## src/rtl/pipe_issue_ctrl.sv

```systemverilog
// In-order issue scheduler for the 4-stage reg/ALU/mem pipeline: request FIFO,
// RAW hazard scoreboard (no forwarding downstream) and illegal-func filtering.
module pipe_issue_ctrl #(
  parameter int DEPTH    = 4,
  parameter int HAZ_WIN  = 2,
  parameter int MAX_FUNC = 11
) (
  input  logic                     clk,
  input  logic                     rst_n,
  input  logic                     in_valid,
  output logic                     in_ready,
  input  logic [3:0]               in_rs1,
  input  logic [3:0]               in_rs2,
  input  logic [3:0]               in_rd,
  input  logic [3:0]               in_func,
  input  logic [7:0]               in_addr,
  input  logic                     flush,
  output logic                     iss_valid,
  output logic [3:0]               iss_rs1,
  output logic [3:0]               iss_rs2,
  output logic [3:0]               iss_rd,
  output logic [3:0]               iss_func,
  output logic [7:0]               iss_addr,
  output logic                     stall,
  output logic                     illegal_func,
  output logic [$clog2(DEPTH):0]   fifo_count,
  output logic [15:0]              issue_count
);

  localparam int AW = $clog2(DEPTH);
  localparam int CW = AW + 1;

  typedef struct packed {
    logic [3:0] rs1;
    logic [3:0] rs2;
    logic [3:0] rd;
    logic [3:0] func;
    logic [7:0] addr;
  } instr_t;

  typedef enum logic [2:0] {
    D_FLUSH,
    D_IDLE,
    D_DROP,
    D_STALL,
    D_ISSUE
  } decision_t;

  instr_t                    fifo_mem [DEPTH];
  logic [AW-1:0]             wr_ptr;
  logic [AW-1:0]             rd_ptr;
  logic [CW-1:0]             count;
  logic [HAZ_WIN-1:0]        sb_v;
  logic [HAZ_WIN-1:0][3:0]   sb_rd;

  instr_t    head;
  logic      empty;
  logic      full;
  logic      hazard;
  logic      push;
  logic      pop;
  logic      do_issue;
  decision_t decision;

  assign head       = fifo_mem[rd_ptr];
  assign empty      = (count == '0);
  assign full       = (count == CW'(DEPTH));
  assign in_ready   = !full;
  assign fifo_count = count;

  // NOTE: every always_comb output gets a default first so no path can infer a latch.
  always_comb begin
    hazard = 1'b0;
    for (int i = 0; i < HAZ_WIN; i++) begin
      if (sb_v[i] && (sb_rd[i] == head.rs1 || sb_rd[i] == head.rs2)) hazard = 1'b1;
    end
  end

  always_comb begin
    decision = D_ISSUE;
    if (flush)                                 decision = D_FLUSH;
    else if (empty)                            decision = D_IDLE;
    else if (head.func > 4'(MAX_FUNC))         decision = D_DROP;
    else if (hazard)                           decision = D_STALL;
  end

  always_comb begin
    push         = in_valid && in_ready && !flush;
    pop          = (decision == D_DROP) || (decision == D_ISSUE);
    do_issue     = (decision == D_ISSUE);
    stall        = (decision == D_STALL);
    illegal_func = (decision == D_DROP);
  end

  // NOTE: storage is not reset; count alone decides which slots hold live entries.
  always_ff @(posedge clk) begin
    if (push) fifo_mem[wr_ptr] <= '{rs1: in_rs1, rs2: in_rs2, rd: in_rd, func: in_func, addr: in_addr};
  end

  // NOTE: sequential state uses non-blocking assignments so all registers update together.
  always_ff @(posedge clk or negedge rst_n) begin
    if (!rst_n) begin
      wr_ptr <= '0;
      rd_ptr <= '0;
      count  <= '0;
    end else if (flush) begin
      wr_ptr <= '0;
      rd_ptr <= '0;
      count  <= '0;
    end else begin
      if (push) wr_ptr <= wr_ptr + AW'(1);
      if (pop)  rd_ptr <= rd_ptr + AW'(1);
      case ({push, pop})
        2'b10:   count <= count + CW'(1);
        2'b01:   count <= count - CW'(1);
        default: count <= count;
      endcase
    end
  end

  // Scoreboard keeps shifting through flush: already-issued work still writes back.
  always_ff @(posedge clk or negedge rst_n) begin
    if (!rst_n) begin
      sb_v  <= '0;
      sb_rd <= '0;
    end else begin
      sb_v[0]  <= do_issue;
      sb_rd[0] <= head.rd;
      for (int i = 1; i < HAZ_WIN; i++) begin
        sb_v[i]  <= sb_v[i-1];
        sb_rd[i] <= sb_rd[i-1];
      end
    end
  end

  always_ff @(posedge clk or negedge rst_n) begin
    if (!rst_n) begin
      iss_valid   <= 1'b0;
      iss_rs1     <= '0;
      iss_rs2     <= '0;
      iss_rd      <= '0;
      iss_func    <= '0;
      iss_addr    <= '0;
      issue_count <= '0;
    end else begin
      iss_valid <= do_issue;
      if (do_issue) begin
        iss_rs1     <= head.rs1;
        iss_rs2     <= head.rs2;
        iss_rd      <= head.rd;
        iss_func    <= head.func;
        iss_addr    <= head.addr;
        issue_count <= issue_count + 16'd1;
      end
    end
  end

endmodule

```

## config.mk

```make
export PLATFORM = sky130hd
export DESIGN_NAME = pipe_issue_ctrl
export DESIGN_NICKNAME = d
export VERILOG_FILES = /design/src/rtl/pipe_issue_ctrl.sv
export SDC_FILE = /design/constraint.sdc
export NUM_CORES = 1
export LEC_CHECK = 0
export CORE_AREA = 4 4 103 105
export DETAILED_ROUTE_END_ITERATION = 12
export DIE_AREA = 0 0 107 109
export DONT_BUFFER_PORTS = 1
export PLACE_DENSITY_LB_ADDON = 0.12
export SYNTH_ARGS = -nofsm -noshare
export SYNTH_HDL_FRONTEND = slang
export SYNTH_SLANG_ARGS = --single-unit
```

## constraint.sdc

```tcl
create_clock -name clk -period 5.2 [get_ports clk]
set_input_delay 0.26 -clock clk [delete_from_list [all_inputs] [get_ports clk]]
set_output_delay 0.26 -clock clk [all_outputs]
set_load 0.005 [all_outputs]
```

# Word level (Yosys, flattened, before mapping)

Memory sizes are Yosys's and may differ from the RTL's.
Index checks and enable logic that the tools add are counted.

Add/sub/neg operators: 5
Magnitude comparators: 1
Equality and inequality tests: 10
Multiplexer cells: 14
Reduce and logical (&&, ||, !) cells: 13

Operators with widths:

| operator                                                           | number |
|---|---|
| 16-bit by 1-bit adder with 16-bit output, second input constant    | 1 |
| 4-bit == test                                                      | 4 |
| 3-bit 2-to-1 mux                                                   | 5 |
| 2-bit 2-to-1 mux                                                   | 4 |
| 3-bit by 2-bit == test with 1-bit output, second input constant    | 2 |
| 3-bit == test, second input constant                               | 2 |
| 3-bit case mux with 2 select lines                                 | 1 |
| 2-bit by 1-bit adder with 2-bit output, second input constant      | 2 |
| 4-bit > comparator, second input constant                          | 1 |
| 1-bit logical AND                                                  | 4 |
| 1-bit 2-to-1 mux                                                   | 4 |
| 2-bit nonzero test                                                 | 2 |
| 3-bit by 1-bit adder with 3-bit output, second input constant      | 1 |
| 3-bit zero test                                                    | 1 |
| 1-bit logical OR                                                   | 3 |
| 3-bit nonzero test                                                 | 1 |
| 3-bit by 1-bit subtractor with 3-bit output, second input constant | 1 |
| 2-bit by 1-bit == test with 1-bit output, second input constant    | 1 |
| 2-bit == test, second input constant                               | 1 |
| 1-bit zero test                                                    | 2 |

Register bits after elaboration: 58
RAM bits: 96
Input port bits: 28
Output and inout port bits: 47
Logic and storage cells: 57
Memories kept: 1

Memory list:

| memory   | depth | bits a word | read ports | clocked after memory_dff | write ports | RTL line | text |
|---|---|---|---|---|---|---|---|
| fifo_mem | 4     | 24          | 1          | 0                        | 1           | 49       | `instr_t fifo_mem [DEPTH];` |

# Longest topological paths before layout

Gate-level depths: netlist of run 1.
An unclocked memory read counts as a cell.

Depth in word-level cells: 15
Gate-level depth with buffers: 13
Mapped depth without buffers: 11

# Least setup slack after synthesis of run 1

Ideal clock, no wire load.

Kind: register to register
Start: register rd_ptr[0]
End: register count[2] (netlist: fifo_count[2])
Library setup time: 122 ps
Arrival time: 2908 ps
Data required time: 5078 ps
Setup slack: 2170 ps
Cell stages (with the launch flop): 12
Buffers on the path: 1
Clock period less this slack: 3030 ps
Cells stage by stage: dfrtp_1 > buf_6 > mux4_1 > xnor2_1 > nand4_1 > a21oi_4 > nor3_1 > and3_1 > fa_1 > nor3_1 > xor2_1 > o2111a_1

Longest elaborated chain between the ends: 15
Elaborated cells on any way between the ends: 24
Classes of those cells: order compare (1); eq/ne (8); mux (8); reduce/logical (6); memory (1)

Ends and longest elaborated chain:

| item                                                                      | RTL line | text |
|---|---|---|
| from (decl)                                                               | 51       | `logic [AW-1:0] rd_ptr;` |
| from (signal assigned)                                                    | 112      | `if (pop) rd_ptr <= rd_ptr + AW'(1);` |
| memory read 4 x 24 bit *                                                  | -        |  |
| 4-bit == test                                                             | 75       | `if (sb_v[i] && (sb_rd[i] == head.rs1 \|\| sb_rd[i] == head.rs2)) hazard = 1'b1;` |
| 1-bit logical OR                                                          | 75       |  |
| 1-bit logical AND                                                         | 75       |  |
| 1-bit 2-to-1 mux (2 in a row)                                             | 75       |  |
| 3-bit 2-to-1 mux                                                          | 84       | `else if (hazard) decision = D_STALL;` |
| 3-bit 2-to-1 mux *                                                        | 83       | `else if (head.func > 4'(MAX_FUNC)) decision = D_DROP;` |
| 3-bit 2-to-1 mux *                                                        | 82       | `else if (empty) decision = D_IDLE;` |
| 3-bit 2-to-1 mux *                                                        | 81       | `if (flush) decision = D_FLUSH;` |
| 3-bit by 2-bit == test with 1-bit output or 3-bit == test (tied branches) | 89       | `pop = (decision == D_DROP) \|\| (decision == D_ISSUE);` |
| 1-bit logical OR *                                                        | 89       |  |
| 2-bit by 1-bit == test with 1-bit output or 2-bit == test (tied branches) | 113      | `case ({push, pop})` |
| 3-bit case mux with 2 select lines                                        | 113      |  |
| 3-bit 2-to-1 mux                                                          | 106      | `end else if (flush) begin` |
| to (signal assigned)                                                      | 114      | `2'b10: count <= count + CW'(1);` |
| to (signal assigned)                                                      | 115      | `2'b01: count <= count - CW'(1);` |
| to (signal assigned)                                                      | 116      | `default: count <= count;` |
| to (decl)                                                                 | 52       | `logic [CW-1:0] count;` |

Every way passes the cells marked *; elsewhere a longest branch is shown, timed or not.
A chain may end at the register's enable or synchronous reset.

# Worst setup path in the final report of run 1

Start: register rd_ptr[0]
End: register iss_rs1[1]

Longest elaborated chain between the ends: 11
Elaborated cells on any way between the ends: 17
Classes of those cells: order compare (1); eq/ne (5); mux (6); reduce/logical (4); memory (1)

Ends and longest elaborated chain:

| item                          | RTL line | text |
|---|---|---|
| memory read 4 x 24 bit *      | -        |  |
| 4-bit == test                 | 75       |  |
| 1-bit logical OR              | 75       |  |
| 1-bit logical AND             | 75       |  |
| 1-bit 2-to-1 mux (2 in a row) | 75       |  |
| 3-bit 2-to-1 mux              | 84       |  |
| 3-bit 2-to-1 mux              | 83       |  |
| 3-bit 2-to-1 mux              | 82       |  |
| 3-bit 2-to-1 mux              | 81       |  |
| 3-bit == test                 | 90       | `do_issue = (decision == D_ISSUE);` |
| to (signal assigned)          | 148      | `iss_rs1 <= head.rs1;` |
| to (decl)                     | 19       | `output logic [3:0] iss_rs1,` |

Marked as above.

==> reports/metrics.yaml, run 1 <==
status: "completed"
syn_nets: 370
path_clk_slew_ns: 0.06
synth_largest_area_cell: "edfxtp_1"
grt_pass1_vias: 3204
cp-end-kind: "flip-flop"
grt_max_degree: 58
synth_async_sr_flop_share_pct: 37.3
min-delay-start: "flush"
detail_route.wl_per_cell_um: 21.5
final_util_pct: 73.8
reg2regPathDepth: 7
totalWireLength_um: 11300
cp_slowest_cell: "a221oi_4"
die_h_um: 109
rrSetupSlack_ns: 1.69
synthAdderAreaFrac_pct: 1.35
setup_tns_ns: 0
synth_xor_area_share_pct: 5.00
drive_above_1_share_pct: 22.5
r2r_end: "iss_rs1[1]$_DFFE_PN0P_"
cp.depth: 7
maxCapViolCount: 0
worstPathArrival_ns: 3.93
htreeDepth: 4
start_util_pct: 63.6
path_buf_inv: 1
dieWidth_um: 107
synth_top_cell_area_share_pct: 47.0
muxShareOfSynthArea_pct: 13.7
antenna_left: 0
track_usage_pct: 21.6
cellPowerDensity_mw_per_mm2: 527
overflow: 0
critPathRequiredTime_ns: 5.62
yosysSeqAreaShare_pct: 70.3
place_area_mm2: 0.00626
hold_end: "sb_v[0]$_DFF_PN0_"
path_cells: "mux4_1, xnor2_1, nand4_1, nand2_1, a221oi_4, buf_4, mux2_2"
ir_drop_uv: 310
yosysWarnings: 0
critical_path_class: "flip-flop to flip-flop"
syn_inst: 336
cpLargestDelayFamily: "multiplexers"
tightest_slew_ns: 0.839
design_area_mm2: 0.00711
worst_slack_ns: 1.69
diodes: 0
die_area_mm2: 0.0117
hold_depth: 3
rows: 36
synthTopCellsByArea: "edfxtp_1 (47%), dfrtp_1 (23%), mux4_2 (7.3%)"
grt_antenna_before_repair: 0
cts_tree: "done"
dr_total_vias: 3089
hp-class: "primary input to flip-flop"
max_stage_delay_ns: 0.75
cp_max_fo: 27
cts_sinks: 153
drv_slew: 0
yosys.area_share.simple_pct: 5.63
max_freq_mhz: 285
place_ws_ns: 1.63
relSlewSlack_pct: 44.0
place_hpwl_um: 7100
area_growth_pct: 16.0
drc_errors: 0
min_period_over_period_pct: 67.5
syn_area_mm2: 0.00613
final_hold_viol_count: 0
clk_latency_ns: 0.53
drt_iter0_markers: 195
cts-root-buf: "clkbuf_8"
synth_top_family_by_area: "multiplexers"
grt_pass1_wl_um: 18000
port_buffers: 0
fin_crit_ns: 3.51
viasPerCell: 5.90
ios: 75
cts.path.max_buffers: 2
yosysUniqueCellTypes: 41
core_region_area_mm2: 0.00964
synth_area_per_cell_um2: 18.2
routabilityCongestion: 0.754
cellLeakagePower_nw: 2.55
layout.nets: 412
crit_path_start_kind: "flip-flop"
skew_ns: 0.00734
finalSetupViolations: 0
synthFlopType: "edfxtp_1"
firstDrtPassIters: 4
synth-edff-count: 96
rsz0062_at_grt: "no"
reg2reg_from: "rd_ptr[0]$_DFFE_PN0P_"
synth-compound-area-share_pct: 2.35
cts_buffers: 17
ys_ff_latch: 153
-- synthesized netlist by cell type (5+ instances only) --
cell type   n
nand2_1    16
nand4_1     8
and3_1      9
dfrtp_1    57
buf_4       5
nor3_1      5
xnor2_1    31
ha_1        5
nor2_1      8
mux4_2     20
mux2_2     25
nand3_1     6
edfxtp_1   96
-- logic make-up (layout without fill, tap and decap cells) --
group | count (synthesis) | after routing
compound gates | 14 | 14
xor+xnor | 35 | 35
fa+ha+maj | 6 | 6
buf+inv | 16 | 71
flops | 153 | 153
mux | 49 | 49
simple gates | 63 | 63
-- power by group --
| part | switching (W) | total, W | internal (W) |
|---|---|---|---|
| Clock | 0.000468 | 0.00115 | 0.000680 |
| Sequential | 0.000218 | 0.00173 | 0.00151 |
| Combinational | 0.000423 | 0.000870 | 0.000447 |
-- cells in the final DEF, fill, tap and decap left out, types with 3 or more instances in the layout --
cell           Yosys  routed
and2_1             3       3
and3_1             9       9
buf_4              5       7
clkbuf_1           1       3
clkbuf_16          0      16
clkinv_1           0       3
clkinvlp_4         0       4
dfrtp_1           57      56
dlygate4sd3_1      0      27
edfxtp_1          96      96
ha_1               5       5
inv_1              4       4
mux2_2            25      25
mux4_1             4       4
mux4_2            20      20
nand2_1           16      16
nand3_1            6       6
nand4_1            8       8
nor2_1             8       8
nor3_1             5       5
xnor2_1           31      31
xor2_1             4       4
-- metrics by stage --
stage / instances / total power (W) / hold WS (ns)
CTS: 524 / 0.00379 / 0.0402
detailed placement: 464 / 0.00260 / -0.0340
global route: 524 / 0.00395 / 0.0754
finish: 524 / 0.00375 / 0.0435
global placement: 464 / 0.00257 / -0.0341
floorplan: 336 / 0.00242 / -0.0356
-- flip-flops by register name (all words and copies together) (netlist names) --
register,flops
fifo_count,3
sb_v,2
sb_rd,8
rd_ptr,2
fifo_mem,96
iss_rs2,4
iss_rd,4
issue_count,16
wr_ptr,2
iss_rs1,4
iss_func,4
iss_addr,8
-- metal layers --
metal  vias up  share of wire (%)  track usage (%)  wire length [um]
met5         -                  0                0                 0
met4         0                2.0             7.40               227
met3        20                7.8             8.47               877
met2       110                 49             34.7              5570
met1      1582                 41             27.3              4590
li1       1377                  -                -                 -
-- worst max path at each step --
| stage | startpoint | end | slack (ns) |
|---|---|---|---|
| after floorplan | rd_ptr[0]$_DFFE_PN0P_ | fifo_count[2]$_DFFE_PN0P_ | 2.17 |
| after global placement | rd_ptr[0]$_DFFE_PN0P_ | iss_rs2[2]$_DFFE_PN0P_ | 1.69 |
| after detailed placement | rd_ptr[0]$_DFFE_PN0P_ | iss_rs1[1]$_DFFE_PN0P_ | 1.63 |
| after CTS | rd_ptr[0]$_DFFE_PN0P_ | iss_rs1[1]$_DFFE_PN0P_ | 1.63 |
| after global routing | rd_ptr[0]$_DFFE_PN0P_ | fifo_count[2]$_DFFE_PN0P_ | 1.41 |
| final | rd_ptr[0]$_DFFE_PN0P_ | iss_rs1[1]$_DFFE_PN0P_ | 1.69 |
-- layout make-up --
class / instances / area [um^2]
sequential: 153 / 4310
fill: 596 / 2530
multi-input combinational: 167 / 1720
clock buffer: 20 / 425
timing repair buffer: 35 / 350
tap: 133 / 166
clock inverter: 12 / 128
inverter: 4 / 15.0
-- worst register-to-register path, cell delays in order (launching register included) --
cell and delay (ns):
dfrtp_2 0.61, mux4_1 0.71, xnor2_1 0.17, nand4_1 0.18, nand2_1 0.12, a221oi_4 0.75, buf_4 0.46, mux2_2 0.39
-- timing repair --
| item | CTS | global route |
|---|---|---|
| hold buffers | 28 | 0 |
| hold endpoints to repair | 160 | 0 |
| resized for setup | 0 | 0 |
| buffers inserted | 0 | 0 |
(Power assumes the default switching activity.)
==> run 2: changes to the inputs <==
- CORE_AREA: 4 4 103 105 -> 4 4 104 106
- DIE_AREA: 0 0 107 109 -> 0 0 108 110
- clock period: 5.2 -> 3.6 ns (I/O delays scaled with it)
==> run 2 against run 1 <==
  * Sequential share of layout area decreased by 0.40 points
  * Worst setup slack lost 1.4 ns
  * Clock skew shrank 0.0015 ns
==> reports/metrics.yaml, run 2 (synthesis results as in run 1) <==
finalSetupViolations: 0  # unchanged
cp_slowest_cell: "mux4_1"
crit_path_start_kind: "flip-flop"
ir_drop_uv: 466  # +50%
track_usage_pct: 19.8  # -1.8 points
path_buf_inv: 0  # -1
final_util_pct: 73.3  # -0.50 points
postCtsSetupRepairBufs: 0  # unchanged
critical_path_class: "flip-flop to flip-flop"
drv_slew: 0  # unchanged
rsz0062_at_grt: "no"
grt_antenna_before_repair: 0  # unchanged
final_cell_mix: "edfxtp_1 (96), dfrtp_1 (56), xnor2_1 (31), dlygate4sd3_1 (27), mux2_2 (25)"
detail_route.wl_per_cell_um: 20.5  # -4.8%
cpLargestDelayFamily: "simple AND/OR/NAND/NOR gates"
viasPerCell: 5.77  # -2.1%
hold_ws_ns: 0.0894  # +0.0459 ns
max_stage_delay_ns: 0.67  # -0.08 ns
largest_reg_flops: 96  # unchanged
path_clk_slew_ns: 0.06  # about the same
hp-class: "primary input to flip-flop"
cts_sinks: 153  # unchanged
firstDrtPassIters: 4  # unchanged
status: "completed"
start_util_pct: 62.7  # -0.88 points
dieWidth_um: 108  # +0.93%
die_h_um: 110  # +0.92%
cts.path.max_buffers: 2  # unchanged
drive_above_1_share_pct: 23.9  # +1.4 points
drc_errors: 0  # unchanged
top_regs: "fifo_mem: 96 flops, issue_count: 16 flops"
grt_max_degree: 58  # unchanged
ios: 75  # unchanged
regMostFlops: "fifo_mem"
drt_iter0_markers: 132  # -32%
setup_tns_ns: 0  # unchanged
cp-end-kind: "flip-flop"
tightest_slew_ns: 0.459  # -0.380 ns
core_region_area_mm2: 0.00977  # +1.4%
rows: 36  # unchanged
worstPathArrival_ns: 3.71  # -0.22 ns
combinationalPowerShare_pct: 23.6  # +0.4 points
cts_buffers: 17  # unchanged
skew_ns: 0.00582  # -0.00152 ns
diodes: 0  # unchanged
layout.nets: 415  # +0.73%
grt_pass1_vias: 3228  # +0.75%
clk_latency_ns: 0.51  # -0.02 ns
overflow: 0  # unchanged
maxCapViolCount: 0  # unchanged
routabilityCongestion: 0.819  # +8.6%
dr_total_vias: 3040  # -1.6%
area_growth_pct: 16.9
htreeDepth: 4  # unchanged
antenna_left: 0  # unchanged
cts_tree: "done"
critPathRequiredTime_ns: 4.00  # -1.62 ns
layout_commonest_cell: "edfxtp_1"
path_cells: "mux4_1, xnor2_1, nand4_1, a21oi_4, nor3_1, and3_1, fa_1, nor3_2, xor2_1, o2111a_1"
swShare_pct: 28.4  # -1.2 points
cp_max_fo: 11  # -59%
port_buffers: 0  # unchanged
switchingPower_w: 0.00155  # +40%
max_freq_mhz: 302  # +6.1%
grt_pass1_wl_um: 17100  # -4.9%
fin_crit_ns: 3.31  # -0.200 ns
pwr-share-seq_pct: 45.6  # -0.6 points
place_hpwl_um: 6700  # -5.5%
cellPowerDensity_mw_per_mm2: 762  # +45%
intPower_w: 0.00391  # +48%
cellLeakagePower_nw: 2.59  # +1.6%
totalWireLength_um: 10800  # -4.2%
die_area_mm2: 0.0119  # +1.9%
relSlewSlack_pct: 69.2  # +25 points
cts-root-buf: "clkbuf_8"
clkPwrFrac_pct: 30.8  # +0.2 points
min_period_over_period_pct: 92.0  # +24 points
final_hold_viol_count: 0  # unchanged
==> run 2: worst register-to-register path, cell delays in order (launching register included) <==
cell      delay [ns]
dfrtp_4         0.55
mux4_1          0.67
xnor2_1         0.18
nand4_1         0.22
a21oi_4         0.27
nor3_1          0.10
and3_1          0.20
fa_1            0.42
nor3_2          0.25
xor2_1          0.09
o2111a_1        0.23
==> run 2: stage by stage <==
step | area, um^2 | worst slack (ns) | total power (W) | cells
global route | 7160 | 0.0375 | 0.00575 | 527
global placement | 6280 | 0.273 | 0.00373 | 467
finish | 7160 | 0.289 | 0.00546 | 527
CTS | 7150 | 0.182 | 0.00551 | 527
floorplan | 6130 | 0.570 | 0.00349 | 336
detailed placement | 6280 | 0.197 | 0.00376 | 467
==> run 2: metal layers <==
metal	track usage, %	wire [um]	vias up
met2	33.8	5570	93
li1	-	-	1380
met1	23.9	4380	1555
met5	0	0	-
met3	6.87	725	12
met4	6.67	119	0
==> run 2: power groups by stage <==
stage	Clock [W]	Combinational, W	Sequential [W]
after floorplan	0	0.00108	0.00241
after global placement	0	0.00121	0.00253
after detailed placement	0	0.00123	0.00253
after CTS	0.00171	0.00129	0.00250
after global routing	0.00180	0.00141	0.00254
final	0.00168	0.00129	0.00249
==> run 2: worst paths after layout <==
check,start,to,slack (ns),cells past startpoint
hold / removal,in_valid,wr_ptr[1]$_DFFE_PN0P_,0.09,3
max in group asynchronous,rst_n,rd_ptr[0]$_DFFE_PN0P_,3.13,2
setup / recovery,rd_ptr[0]$_DFFE_PN0P_,fifo_count[2]$_DFFE_PN0P_,0.29,10
min in group asynchronous,rst_n,iss_rs1[2]$_DFFE_PN0P_,0.20,2
setup reg to reg,rd_ptr[0]$_DFFE_PN0P_,fifo_count[2]$_DFFE_PN0P_,0.29,10
hold reg to reg,sb_rd[3]$_DFF_PN0_,sb_rd[7]$_DFF_PN0_,0.48,0
==> run 2: what timing repair did <==
action,in CTS,in global routing
hold buffers,28,0
setup endpoints to repair,0,1
endpoints found under the hold margin,160,0
gates resized for setup,0,2
==> run 2: layout make-up <==
type	instances	area, um^2
sequential	153	4310
fill	611	2610
multi-input combinational	167	1720
clock buffer	25	484
timing repair buffer	38	373
tap	133	166
clock inverter	7	90.1
inverter	4	15.0
